**src/rtl/branch_resolve_queue_if.sv**
```systemverilog
// Handshake bundle between the fetch/resolve side and branch_resolve_queue,
// including the registered update strobe that feeds the 2-bit predictor.
interface branch_resolve_queue_if;
    logic pred_valid;
    logic pred_bit;
    logic pred_ready;
    logic res_valid;
    logic res_taken;
    logic res_ready;
    logic upd_request;
    logic upd_taken;
    logic mispredict;

    modport master (
        output pred_valid, pred_bit, res_valid, res_taken,
        input  pred_ready, res_ready, upd_request, upd_taken, mispredict
    );

    modport slave (
        input  pred_valid, pred_bit, res_valid, res_taken,
        output pred_ready, res_ready, upd_request, upd_taken, mispredict
    );
endinterface

```
**src/rtl/branch_resolve_queue.sv**
```systemverilog
// In-order prediction/outcome pairing queue driving predictor training updates.
// Optional macro BRQ_FLUSH_EN adds a 'flush' input that empties the queue.
module branch_resolve_queue #(
    parameter int DEPTH = 8,
    parameter int CNT_W = 16
) (
    input  logic                         clk,
    input  logic                         rst,
`ifdef BRQ_FLUSH_EN
    input  logic                         flush,
`endif
    branch_resolve_queue_if.slave        bus,
    output logic                         full,
    output logic                         empty,
    output logic [$clog2(DEPTH+1)-1:0]   occupancy,
    output logic [CNT_W-1:0]             total_count,
    output logic [CNT_W-1:0]             miss_count
);
    localparam int PTR_W = $clog2(DEPTH);
    localparam int OCC_W = $clog2(DEPTH + 1);
    localparam logic [OCC_W-1:0] FULL_LEVEL = OCC_W'(DEPTH);

    logic [DEPTH-1:0] mem;
    logic [PTR_W-1:0] wr_ptr;
    logic [PTR_W-1:0] rd_ptr;
    logic             clear;
    logic             push;
    logic             pop;
    logic             head_miss;

`ifdef BRQ_FLUSH_EN
    assign clear = flush;
`else
    assign clear = 1'b0;
`endif

    // Ready flags come only from registered occupancy, so a push into an
    // empty queue cannot be popped and a full queue refuses even while popping.
    assign full           = (occupancy == FULL_LEVEL);
    assign empty          = (occupancy == '0);
    assign bus.pred_ready = !full;
    assign bus.res_ready  = !empty;
    assign push           = bus.pred_valid && !full && !clear;
    assign pop            = bus.res_valid && !empty && !clear;
    assign head_miss      = (mem[rd_ptr] != bus.res_taken);

    always_ff @(posedge clk) begin
        if (!rst && push) begin
            mem[wr_ptr] <= bus.pred_bit;
        end
    end

    always_ff @(posedge clk) begin
        if (rst || clear) begin
            wr_ptr    <= '0;
            rd_ptr    <= '0;
            occupancy <= '0;
        end else begin
            if (push) begin
                wr_ptr <= wr_ptr + 1'b1;
            end
            if (pop) begin
                rd_ptr <= rd_ptr + 1'b1;
            end
            if (push && !pop) begin
                occupancy <= occupancy + 1'b1;
            end else if (pop && !push) begin
                occupancy <= occupancy - 1'b1;
            end
        end
    end

    // Flush suppresses pop, so counters and upd_taken simply hold through it.
    always_ff @(posedge clk) begin
        if (rst) begin
            bus.upd_request <= 1'b0;
            bus.upd_taken   <= 1'b0;
            bus.mispredict  <= 1'b0;
            total_count     <= '0;
            miss_count      <= '0;
        end else begin
            bus.upd_request <= pop;
            bus.mispredict  <= pop && head_miss;
            if (pop) begin
                bus.upd_taken <= bus.res_taken;
                if (total_count != '1) begin
                    total_count <= total_count + 1'b1;
                end
                if (head_miss && (miss_count != '1)) begin
                    miss_count <= miss_count + 1'b1;
                end
            end
        end
    end
endmodule

```
**src/flat_wrapper.sv**
```systemverilog
// flat-port wrapper written by rule: the top's interface ports become plain ports
module branch_resolve_queue_flat 
#(
    parameter int DEPTH = 8,
    parameter int CNT_W = 16
)
  (clk, rst, full, empty, occupancy, total_count, miss_count, bus_pred_valid, bus_pred_bit, bus_res_valid, bus_res_taken, bus_pred_ready, bus_res_ready, bus_upd_request, bus_upd_taken, bus_mispredict);
  branch_resolve_queue_if bus_i ();
  input  logic clk;
  input  logic rst;
  output logic full;
  output logic empty;
  output logic [$clog2(DEPTH+1)-1:0] occupancy;
  output logic [CNT_W-1:0] total_count;
  output logic [CNT_W-1:0] miss_count;
  input wire logic [$bits(bus_i.pred_valid)-1:0] bus_pred_valid;
  input wire logic [$bits(bus_i.pred_bit)-1:0] bus_pred_bit;
  input wire logic [$bits(bus_i.res_valid)-1:0] bus_res_valid;
  input wire logic [$bits(bus_i.res_taken)-1:0] bus_res_taken;
  output wire logic [$bits(bus_i.pred_ready)-1:0] bus_pred_ready;
  output wire logic [$bits(bus_i.res_ready)-1:0] bus_res_ready;
  output wire logic [$bits(bus_i.upd_request)-1:0] bus_upd_request;
  output wire logic [$bits(bus_i.upd_taken)-1:0] bus_upd_taken;
  output wire logic [$bits(bus_i.mispredict)-1:0] bus_mispredict;
  assign bus_i.pred_valid = bus_pred_valid;
  assign bus_i.pred_bit = bus_pred_bit;
  assign bus_i.res_valid = bus_res_valid;
  assign bus_i.res_taken = bus_res_taken;
  assign bus_pred_ready = bus_i.pred_ready;
  assign bus_res_ready = bus_i.res_ready;
  assign bus_upd_request = bus_i.upd_request;
  assign bus_upd_taken = bus_i.upd_taken;
  assign bus_mispredict = bus_i.mispredict;
  branch_resolve_queue #(.DEPTH(DEPTH), .CNT_W(CNT_W)) u_core (.clk(clk), .rst(rst), .bus(bus_i), .full(full), .empty(empty), .occupancy(occupancy), .total_count(total_count), .miss_count(miss_count));
endmodule
```
**config.mk**
```make
export PLATFORM = sky130hd
export DESIGN_NAME = branch_resolve_queue_flat
export DESIGN_NICKNAME = d
export VERILOG_FILES = /design/src/rtl/branch_resolve_queue_if.sv /design/src/rtl/branch_resolve_queue.sv /design/src/flat_wrapper.sv
export SDC_FILE = /design/constraint.sdc
export NUM_CORES = 1
export LEC_CHECK = 0
export BUFFER_PORTS_ARGS = -buffer_cell sky130_fd_sc_hd__buf_2
export CAP_MARGIN = 25
export CORE_ASPECT_RATIO = 1.75
export CORE_UTILIZATION = 50
export DETAILED_ROUTE_END_ITERATION = 8
export PLACE_DENSITY = 0.85
export SETUP_SLACK_MARGIN = 0.5
export SLEW_MARGIN = 10
export SYNTH_ARGS = -nofsm -noshare
export SYNTH_HDL_FRONTEND = slang
export SYNTH_SLANG_ARGS = --single-unit
```
**constraint.sdc**
```tcl
create_clock -name clk -period 3.4 [get_ports clk]
set_input_delay 0.68 -clock clk [delete_from_list [all_inputs] [get_ports clk]]
set_output_delay 0.68 -clock clk [all_outputs]
set_load 0.005 [all_outputs]
```
# Word-level counts from Yosys, hierarchy flattened

Index checks and enable logic that the tools add are counted.

Div/mod/pow operators: 0
Bitwise gates (word level): 0
Reductions and logical operators: 17
Equality and inequality tests: 4
Add/subtract/negate cells: 6
Multiply operators: 0
Shifts and indexed selects: 0
Order comparisons: 3
Mux-type cells: 7

Operators with widths:

| kind                                                | count |
|---|---|
| adder 16 x 1 -> 16 bit, second input constant       | 2 |
| != test 16 bit, second input constant               | 2 |
| bitwise mux 8 bit                                   | 1 |
| logical AND 1 bit                                   | 8 |
| < comparator 3 x 4 -> 1 bit, second input constant  | 2 |
| 2-to-1 mux 4 bit                                    | 2 |
| adder 3 x 1 -> 3 bit, second input constant         | 2 |
| logical NOT 1 bit                                   | 5 |
| adder 4 x 1 -> 4 bit, second input constant         | 1 |
| equality test 4 bit, second input constant          | 1 |
| logical NOT 4 bit                                   | 1 |
| AND reduction 2 bit                                 | 2 |
| subtractor 4 x 1 -> 4 bit, second input constant    | 1 |
| binary-select mux 1 bit (select 3 bit)              | 1 |
| demux 1 bit (select 3 bit)                          | 1 |
| >= comparator 3 x 1 -> 1 bit, second input constant | 1 |
| 2-to-1 mux 1 bit                                    | 2 |
| nonzero test 2 bit                                  | 1 |
| != test 1 bit                                       | 1 |

Memories kept: 0
Logic and storage cells: 46
Bits in latches: 0
Output and inout port bits: 43
Bits in writable memories: 0
Bits in registers: 53
Memory bits (read-only): 0
Bits of input ports: 6

# Logic depth before layout (Yosys ltp)

Depth after elaboration: 7
Mapped depth: 11

# Least setup slack after synthesis

OpenSTA, ideal clock, no wires.

Path kind: register to register
Start: register u_core.occupancy[0]
End: register u_core.occupancy[3]
Required time: 3330 ps
Stages on the path, launching flop included: 12
Buffers on the path: 0
Library setup time: 70 ps
Slack: 677 ps
Arrival: 2653 ps
Cell sequence: dfxtp_1 or4b_2 nand2_1 inv_1 ha_1 inv_1 ha_1 a21o_1 a21oi_1 xnor2_1 or3_1 a21oi_1

Cells in the longest elaborated chain, start to end: 6

RTL lines:

| what                                | line                       | source |
|---|---|---|
| from (decl)                         | branch_resolve_queue.sv:15 | `output logic [$clog2(DEPTH+1)-1:0] occupancy,` |
| from (signal assigned)              | branch_resolve_queue.sv:66 | `occupancy <= occupancy + 1'b1;` |
| from (signal assigned)              | branch_resolve_queue.sv:68 | `occupancy <= occupancy - 1'b1;` |
| equality test 4 bit (*)             | branch_resolve_queue.sv:39 | `assign full = (occupancy == FULL_LEVEL);` |
| logical NOT 1 bit (*)               | -                          |  |
| named net bus_pred_ready            | flat_wrapper.sv:20         | `output wire logic [$bits(bus_i.pred_ready)-1:0] bus_pred_ready;` |
| logical AND 1 bit (*)               | branch_resolve_queue.sv:43 | `assign push = bus.pred_valid && !full && !clear;` |
| named net u_core.push               | branch_resolve_queue.sv:27 | `logic push;` |
| logical NOT 1 bit                   | branch_resolve_queue.sv:67 | `end else if (pop && !push) begin` |
| logical AND 1 bit                   | branch_resolve_queue.sv:67 |  |
| nonzero test 2 bit (no source line) | -                          |  |

Mark *: on every way through the listed nets, which the timed path passes. The rest lies on a longest branch. The select of a mux whose other input is x is not followed.
A chain may end at the register's enable or synchronous reset.

# Worst setup path after layout

Start: register u_core.occupancy[0]
End: register u_core.occupancy[3]

Cells in the longest elaborated chain, start to end: 6

RTL lines:

| what                                | line |
|---|---|
| equality test 4 bit (*)             | branch_resolve_queue.sv:39 |
| logical NOT 1 bit (*)               | branch_resolve_queue.sv:43 |
| logical AND 1 bit (*)               | branch_resolve_queue.sv:43 |
| named net u_core.push               | branch_resolve_queue.sv:27 |
| logical NOT 1 bit                   | branch_resolve_queue.sv:67 |
| logical AND 1 bit                   | branch_resolve_queue.sv:67 |
| nonzero test 2 bit (no source line) | - |

Marks and branches as above.

==> out/results.tsv <==
stage	metric	value	unit
logic_synthesis	yosys.area_share.xor_xnor	0.0648	
global_routing	use_met3	0.0428	
setup_path	slowest_delay	0.56	ns
clock_network	clk_pin_slew	0.09	ns
drt	routed_via_density	5.81	
flow_run	timing.max_cap.violations	0	
sta	fin_skew	0.00668	ns
pwr	p_per_area	566	nW/um^2
logic_synthesis	synth_top_family_by_area	simple AND/OR/NAND/NOR gates	
setup_path	crit_start	u_core.occupancy[0]$_SDFFE_PP0P_	
logic_synthesis	async_reset_ff_frac	0	
drt	via_count	2191	
setup_path	worst-path-buf-inv	2	
logic_synthesis	synth.area.mux_share	0.0555	
layout	fin_nets	336	
setup_path	reg2reg_to	u_core.occupancy[3]$_SDFFE_PP0P_	
setup_path	reg2reg_from	u_core.occupancy[0]$_SDFFE_PP0P_	
placed_design	gp_congestion	0.769	
clock_network	insertion_delay	0.30	ns
drt	wl_per_cell	13.3	microns
global_routing	grt_first_pass_wirelength	8440	microns
logic_synthesis	avgSynthCellArea	9.27	sq um
setup_path	cp-start-kind	flip-flop	
setup_path	worstSetupPathType	reg2reg	
setup_path	crit_cells	11	
setup_path	path_cells	or4b_4 -> nand2_2 -> inv_1 -> ha_1 -> inv_1 -> ha_1 -> a21o_1 -> a21oi_1 -> xnor2_1 -> or3_1 -> a21oi_1	
sta	finalHoldViolCount	0	
logic_synthesis	synthesis.area	2570	sq um
floorplanning	dieArea	5440	sq um
hold_path	hp-class	reg2reg	
drt	drtIter0Drc	104	
logic_synthesis	yosys_warnings	0	
global_routing	use_met2	0.345	
floorplanning	core-area	4930	sq um
clock_network	cts_root_buffer	clkbuf_8	
pwr	vdd_drop_max	0.000556	V
layout	layoutNonFillerInstCount	377	
layout	antenna_cells	0	
drt	drt-pass1-iter-count	4	
setup_path	crit_path_end	u_core.occupancy[3]$_SDFFE_PP0P_	
setup_path	reg2regPathDepth	11	
placed_design	dp_hpwl	3610	microns
pwr	power_frac_seq	0.473	
logic_synthesis	synth_fa_ha_area_frac	0.0419	
drt	routed_wl	5030	microns
pwr	intPower	1100	uW
drt	drc	0	
setup_path	arrival	2.91	ns
sta	max_clock_freq	0.373	GHz
clock_network	clock-sinks	53	
sta	timing.slew.headroom	0.389	
logic_synthesis	yosysUniqueCellTypes	47	
logic_synthesis	ys_seq_area_frac	0.444	
sta	finalWorstPathRequiredPeriod	2.68	ns
clock_network	hold_buffers	0	
setup_path	regToRegSetupSlack	0.72	ns
pwr	p_sw_frac	0.334	
floorplanning	floorplan.initialDensity	0.521	
logic_synthesis	netlist_instances	277	
clock_network	clock_path_buffers	2	
clock_network	cts_tree	yes	
logic_synthesis	synth-seq-cells	53	
layout	drive_above_1_share	0.192	
global_routing	antenna_found_initial	0	
sta	fin_crit_sh	0.789	
setup_path	required	3.62	ns
status	outcome	finished, final reports clean	
global_routing	grt_usage	0.192	
logic_synthesis	synthSimpleGateAreaFrac	0.257	
floorplanning	die_w	56.2	microns
logic_synthesis	ys_dominant_reg_cell	dfxtp_1	
sta	fin_tns_setup	0	ns
logic_synthesis	synth-edff-count	8	
pwr	clkPwrFrac	0.208	
drt	final_antenna_net_count	0	
global_routing	grt_overflow_total	0	
placed_design	dp_cells	369	
setup_path	critPathMaxFanout	7	
floorplanning	rows	34	
global_routing	grt_use_met1	0.199	
pwr	p_sw	553	uW
sta	rsz0062_at_grt	false	
sta	setup_viol	0	
logic_synthesis	syn_nets	291	
floorplanning	dieHeight	96.8	microns
sta	worst_pin_slew	0.916	ns
clock_network	htree_num_levels	2	
setup_path	end_kind	flip-flop	
setup_path	cp_slowest_cell	or4b_4	
pwr	combinationalPowerShare	0.320	
global_routing	grt_pass1_vias	1992	
setup_path	cpLargestDelayFamily	simple AND/OR/NAND/NOR gates	
placed_design	numPortBuffers	48	
floorplanning	ios	49	
layout	area_growth	13.9	%
global_routing	busiest_layer	met2	
logic_synthesis	synth-compound-area-share	0.0979	
sta	finalMaxSlewViolations	0	
global_routing	grt_max_degree	53	
clock_network	cts_buffers	5	
pwr	leakage	0.00113	uW
## area by class of cell
type | count | area, sq um
Sequential cell | 53 | 1140
Clock inverter | 1 | 7.51
Fill cell | 444 | 2010
Multi-Input combinational cell | 201 | 1330
Tap cell | 54 | 67.6
Inverter | 11 | 41.3
Clock buffer | 7 | 76.3
Timing Repair Buffer | 50 | 255
## synth_stat cells, types with 5 or more instances
master,instances,area [sq um]
nand3_1,9,45.0
nor2_1,38,143
clkbuf_1,7,26.3
o31ai_1,6,45.0
ha_1,7,87.6
edfxtp_1,8,240
nor4_1,5,31.3
nor3_1,8,40.0
xnor2_1,16,140
and4_1,5,43.8
or4_1,9,67.6
dfxtp_1,45,901
nand2_1,20,75.1
a21oi_1,18,90.1
inv_1,11,41.3
nand4_1,7,43.8
## registers in the layout, summed over array words and instances, names as in the netlist
| name | flops |
|---|---|
| u_core.wr_ptr | 3 |
| u_core.total_count | 16 |
| u_core.bus.mispredict | 1 |
| u_core.occupancy | 4 |
| u_core.miss_count | 16 |
| u_core.bus.upd_request | 1 |
| u_core.rd_ptr | 3 |
| u_core.bus.upd_taken | 1 |
| u_core.mem | 8 |
## what timing repair did
action,CTS,global route
setup endpoints to repair,1,1
setup buffers,0,0
pin swaps,0,0
resized for setup,1,3
## routing by layer
metal / wire length [microns] / vias up / share of wire
li1: - / 1086 / -
met1: 2010 / 1023 / 0.40
met2: 2600 / 68 / 0.52
met3: 268 / 14 / 0.053
met4: 143 / 0 / 0.028
met5: 0 / - / 0
## kinds of logic after synthesis
kind of cell | count (synthesis)
AO/OA/AOI/OAI | 40
AND/OR/NAND/NOR | 124
multiplexers | 10
buffers and inverters | 23
XOR/XNOR | 19
flip-flops | 53
adder cells (fa/ha/maj) | 8
## worst reg2reg max path, delay by kind of cell (launching register included)
kind            cells  cell delay (ns)
simple gates        3             0.98
compound gates      3             0.51
fa+ha+maj           2             0.46
flops               1             0.37
buf+inv             2             0.19
xor+xnor            1             0.09
## metrics by stage
step           total power [uW]  hold slack (ns)   util  setup slack (ns)  instance area, sq um
5_1_grt                    1760            0.486  0.593             0.600                  2930
3_5_place_dp               1320            0.455  0.574             0.498                  2830
4_1_cts                    1660            0.469  0.591             0.517                  2920
2_1_floorplan              1170            0.453      -             0.677                  2570
3_3_place_gp               1300            0.455  0.574             0.593                  2830
6_report                   1660            0.468  0.593             0.717                  2930
## cell usage in the layout (no fill, tap or decap), drive strengths merged, types with 5 or more instances in the layout
| cell | instances |
|---|---|
| nand2 | 20 |
| inv | 11 |
| ha | 7 |
| nand3 | 9 |
| clkbuf | 7 |
| xnor2 | 16 |
| or4 | 9 |
| buf | 50 |
| nor3 | 8 |
| dfxtp | 45 |
| edfxtp | 8 |
| mux2 | 5 |
| a21oi | 18 |
| o31ai | 6 |
| and4 | 5 |
| nand4 | 7 |
| nor2 | 38 |
| nor4 | 6 |
## power by group through the flow
stage,logic [uW],clock network [uW],registers [uW]
after floorplan,392,0,781
after global placement,511,0,786
after detailed placement,522,0,794
after CTS,529,356,780
after global routing,588,377,799
final,530,344,783
## worst min-delay path by stage
stage                                            startpoint                                end  slack, ns  cells after the start
final                     u_core.bus.upd_taken$_SDFFE_PP0P_  u_core.bus.upd_taken$_SDFFE_PP0P_       0.47                      2
after global routing      u_core.bus.upd_taken$_SDFFE_PP0P_  u_core.bus.upd_taken$_SDFFE_PP0P_       0.49                      2
after CTS                 u_core.bus.upd_taken$_SDFFE_PP0P_  u_core.bus.upd_taken$_SDFFE_PP0P_       0.47                      2
after detailed placement  u_core.bus.upd_taken$_SDFFE_PP0P_  u_core.bus.upd_taken$_SDFFE_PP0P_       0.45                      2
after global placement    u_core.bus.upd_taken$_SDFFE_PP0P_  u_core.bus.upd_taken$_SDFFE_PP0P_       0.46                      2
after floorplan           u_core.bus.upd_taken$_SDFFE_PP0P_  u_core.bus.upd_taken$_SDFFE_PP0P_       0.45                      2
Note: power is estimated with default switching activity, not from simulation.
